==> config.mk <==
export PLATFORM = sky130hd
export DESIGN_NAME = udma_tx_packer
export DESIGN_NICKNAME = d
export VERILOG_FILES = /design/src/rtl/udma_tx_packer.sv
export SDC_FILE = /design/constraint.sdc
export NUM_CORES = 1
export LEC_CHECK = 0
export CAP_MARGIN = 15
export CELL_PAD_IN_SITES_DETAIL_PLACEMENT = 1
export CELL_PAD_IN_SITES_GLOBAL_PLACEMENT = 2
export CORE_UTILIZATION = 33
export CTS_CLUSTER_DIAMETER = 200
export DETAILED_ROUTE_END_ITERATION = 10
export PLACE_DENSITY = 0.95
export SYNTH_ARGS = -nofsm -noshare
export SYNTH_HDL_FRONTEND = slang
export SYNTH_SLANG_ARGS = --single-unit
==> constraint.sdc <==
create_clock -name uDMA_wrclk -period 3.29 [get_ports uDMA_wrclk]
set_input_delay 0.658 -clock uDMA_wrclk [delete_from_list [all_inputs] [get_ports uDMA_wrclk]]
set_output_delay 0.658 -clock uDMA_wrclk [all_outputs]
set_load 0.1 [all_outputs]
==> src/rtl/udma_tx_packer.sv <==
// udma_tx_packer: packs a 32-bit valid/ready stream into 64-bit TX buffer writes with pad and flush
module udma_tx_packer #(
  parameter logic [31:0] PAD_WORD = 32'h0000_0000,
  parameter int          CNT_W    = 32
) (
  input  logic             uDMA_wrclk,
  input  logic             uDMA_rst,
  input  logic             in_valid,
  output logic             in_ready,
  input  logic [31:0]      in_data,
  input  logic             in_last,
  input  logic             flush_req,
  output logic             flush_ack,
  input  logic             uDMA_almost_full,
  output logic             uDMA_wren,
  output logic [63:0]      uDMA_data,
  output logic [CNT_W-1:0] word_cnt,
  output logic [CNT_W-1:0] frame_cnt,
  output logic [CNT_W-1:0] pad_cnt,
  output logic             busy
);
  logic [31:0] half_reg;
  logic        half_vld;
  logic [63:0] pend_reg;
  logic        pend_vld;
  logic        accept, drain, flush_go, load, hold_half;
  logic [63:0] load_data;
  assign in_ready = !pend_vld || !uDMA_almost_full;
  assign accept   = in_valid && in_ready;
  assign drain    = pend_vld && !uDMA_almost_full;
  assign busy     = half_vld || pend_vld || uDMA_wren;
  // flush waits for an idle input slot and skips the ack cycle so one held request is serviced once
  always_comb begin
    flush_go  = flush_req && !accept && in_ready && !flush_ack;
    hold_half = accept && !half_vld && !in_last;
    load      = (accept && (half_vld || in_last)) || (flush_go && half_vld);
    load_data = !accept ? {PAD_WORD, half_reg} : half_vld ? {in_data, half_reg} : {PAD_WORD, in_data};
  end
  // packing, pending-word drain and event counters
  always_ff @(posedge uDMA_wrclk) begin
    if (uDMA_rst) begin
      half_reg  <= '0;
      half_vld  <= 1'b0;
      pend_reg  <= '0;
      pend_vld  <= 1'b0;
      uDMA_wren <= 1'b0;
      uDMA_data <= '0;
      flush_ack <= 1'b0;
      word_cnt  <= '0;
      frame_cnt <= '0;
      pad_cnt   <= '0;
    end else begin
      uDMA_wren <= drain;
      flush_ack <= flush_go;
      pend_vld  <= load || (pend_vld && !drain);
      half_vld  <= hold_half ? 1'b1 : load ? 1'b0 : half_vld;
      if (hold_half) half_reg <= in_data;
      if (load) pend_reg <= load_data;
      if (drain) begin
        uDMA_data <= pend_reg;
        word_cnt  <= word_cnt + CNT_W'(1);
      end
      if (accept && in_last) frame_cnt <= frame_cnt + CNT_W'(1);
      if (load && !(accept && half_vld)) pad_cnt <= pad_cnt + CNT_W'(1);
    end
  end
endmodule

==> results.py <==
metrics = {
    "layout": {
        "num_antenna_cells": 0,
        "final_core_util": 0.436,
        "fin_cells": 1824,
        "final_nets": 1448,
        "final.fill_count": 3609,
        "layout_common_cells": "nand2_1, dfxtp_1, buf_4",
        "design_area_sq_um": 13400,
        "syn2layout_area_growth_pct": 28.9,
        "drive_above_1_share": 0.179,
        "final_common_cell": "nand2_1",
    },
    "global_route": {
        "grtUsageTotal": 0.189,
        "grt.busiest_layer": "met2",
        "grt_first_pass_wirelength_microns": 50700,
        "grt_use_met3": 0.0308,
        "grt_overflow": 0,
        "antenna_found_initial": 1,
        "met1_usage": 0.241,
        "grt_pass1_vias": 9498,
        "grt_use_met2": 0.335,
        "grt_max_degree": 123,
    },
    "yosys": {
        "seq_area_frac_synth": 0.501,
        "syn_avg_cell_area_sq_um": 8.38,
        "synthSimpleGateAreaFrac": 0.255,
        "ys_warn_count": 0,
        "synthCells": 1239,
        "synthMuxAreaShare": 0.00638,
        "synth_adder_area_share": 0.00361,
        "yosysUniqueCellTypes": 52,
        "synth_async_sr_flop_share": 0,
        "synth_top_family_by_area": "simple AND/OR/NAND/NOR gates",
        "syn_nets": 1280,
        "ys.flop_type": "dfxtp_1",
        "synth_compound_area_frac": 0.137,
        "netlist_area_sq_um": 10400,
        "ys_ff_latch": 260,
        "synth_xor_xnor_area_share": 0.0616,
        "synth-edff-count": 0,
    },
    "clock_network": {
        "htree_levels": 1,
        "cts_sinks": 260,
        "clockRootBuffer": "clkbuf_16",
        "post_cts_buffers": 0,
        "cts_tree": "done",
        "clk_path_buf_depth": 3,
        "clkLatencyLatePin_ps": 560,
        "ctsResizeCount": 0,
        "clkSlewWorstSetupHoldPaths_ps": 60,
        "cts_buffers": 30,
        "cts_hold_buf": 0,
    },
    "power": {
        "p_leak_nw": 5.03,
        "ir_drop_mv": 0.409,
        "pwr_density_cell_nw_per_um2": 534,
    },
    "worst_hold_path": {
        "hold_class": "flop to flop",
    },
    "placed_design": {
        "dp_hpwl_microns": 20300,
        "port_buffers": 201,
        "place_inst": 1771,
        "post_dp_cell_area_sq_um": 12400,
        "gp_congestion": 0.789,
    },
    "drt": {
        "ant_nets": 0,
        "dr_total_vias": 9384,
        "dr.pass1.iters": 7,
        "routed_via_density": 5.14,
        "wl_per_cell_microns": 17.0,
        "drt_iter0_markers": 444,
        "wirelength_microns": 31000,
        "drc_errors": 28,
    },
    "timing": {
        "grt_setup_unrepaired": "no",
        "setup_viol": 0,
        "whs_ps": 449,
        "fmax_ghz": 0.405,
        "final-hold-violation-count": 0,
        "slew_headroom": 0.430,
        "period_needed_ps": 2470,
        "finalCritPeriodShare": 0.750,
        "slew_violations": 0,
        "tns_ps": 0,
        "fin_worst_skew_ps": 21.3,
        "max_slew.worst_pin.slew_ps": 854,
    },
    "setup_path": {
        "worstPathArrival_ps": 1810,
        "critical-path-max-stage-delay_ps": 510,
        "crit_family": "buffers and inverters",
        "cp.required_ps": 2630,
        "crit_path_top_delay_cell": "clkdlybuf4s50_1",
        "crit_type": "primary input to output port",
        "endpoint_kind": "output port",
        "critPathBufInv": 3,
        "crit_chain": "clkdlybuf4s50_1, and2_4, inv_2, buf_12",
        "critPathMaxFanout": 10,
        "startpoint_type": "primary input",
    },
    "floorplan": {
        "die_height_microns": 179,
        "die_area_sq_um": 32200,
        "ios": 202,
        "die_w_microns": 179,
        "core_region_area_sq_um": 30700,
        "fp-row-count": 64,
        "initial_core_util": 0.338,
    },
    "outcome": {
        "violations": "design-rule violations",
        "status": "finished, violations left",
    },
    "job": {
        "maxCapViolations": 0,
    },
}
## area by class of cell
cell class,instances,area (sq um),area share
clock inverter,11,141,0.0106
tap,396,495,0.0370
sequential,260,5210,0.389
timing repair buffer,218,1830,0.137
clock buffer,42,836,0.0624
inverter,11,41.3,0.00308
multi-input combinational,886,4840,0.361
## layer usage
layer | vias to the layer above | share of wire
met4 | 0 | 0.020
met1 | 4611 | 0.45
met2 | 169 | 0.49
met3 | 38 | 0.042
met5 | - | 0
li1 | 4566 | -
## final timing paths
kind,startpoint,endpoint,slack (ps),depth (start not counted)
setup / recovery,uDMA_almost_full,in_ready,820,4
hold / removal,pend_reg[52],uDMA_data[52],450,2
setup reg to reg,word_cnt[10],word_cnt[31],1020,5
hold reg to reg,pend_reg[52],uDMA_data[52],450,2
## synth_stat cells, types with 3 or more instances
cell type,count,share of area
nor2b_1,8,0.0048
dfxtp_1,260,0.50
nor3_1,17,0.0082
buf_1,8,0.0029
and2_1,4,0.0024
nor4_1,8,0.0048
ha_1,3,0.0036
or3_1,11,0.0066
nand3_1,33,0.016
o31ai_1,3,0.0022
xor2_1,42,0.035
or4_1,3,0.0022
clkbuf_1,59,0.021
buf_2,14,0.0067
a21oi_1,115,0.055
a311oi_1,32,0.027
a22oi_1,32,0.023
nor4_4,5,0.010
xnor2_1,31,0.026
and4_1,10,0.0084
nor2_1,152,0.055
and3_1,11,0.0066
nand4_1,27,0.016
nand2_1,261,0.094
o21ai_0,43,0.021
inv_1,10,0.0036
mux2_2,4,0.0043
## worst min-delay path: cells and delay by family, from the launching register on
kind,cells,cell delay [ps]
simple gates,1,50
compound gates,1,50
flops,1,310
## logic make-up (layout without fill, tap and decap cells)
family	after synthesis	after routing
AND/OR/NAND/NOR	569	569
AO/OA/AOI/OAI	235	235
buffers and inverters	93	282
XOR/XNOR	73	73
multiplexers	6	6
adder cells (fa/ha/maj)	3	3
flip-flops	260	260
## power by group
group	switching [mW]	internal, mW	leakage [nW]
registers	0.0506	3.23	2.11
logic	0.387	0.167	2.44
clock network	1.33	1.99	0.485
## per-stage QoR
step           power (mW)  setup slack [ps]
4_1_cts              7.26               809
3_3_place_gp         3.89               498
3_5_place_dp         3.91               418
5_1_grt              7.43               777
6_report             7.16               823
2_1_floorplan        3.69               765
No activity file was read; power rests on OpenSTA's default activity.
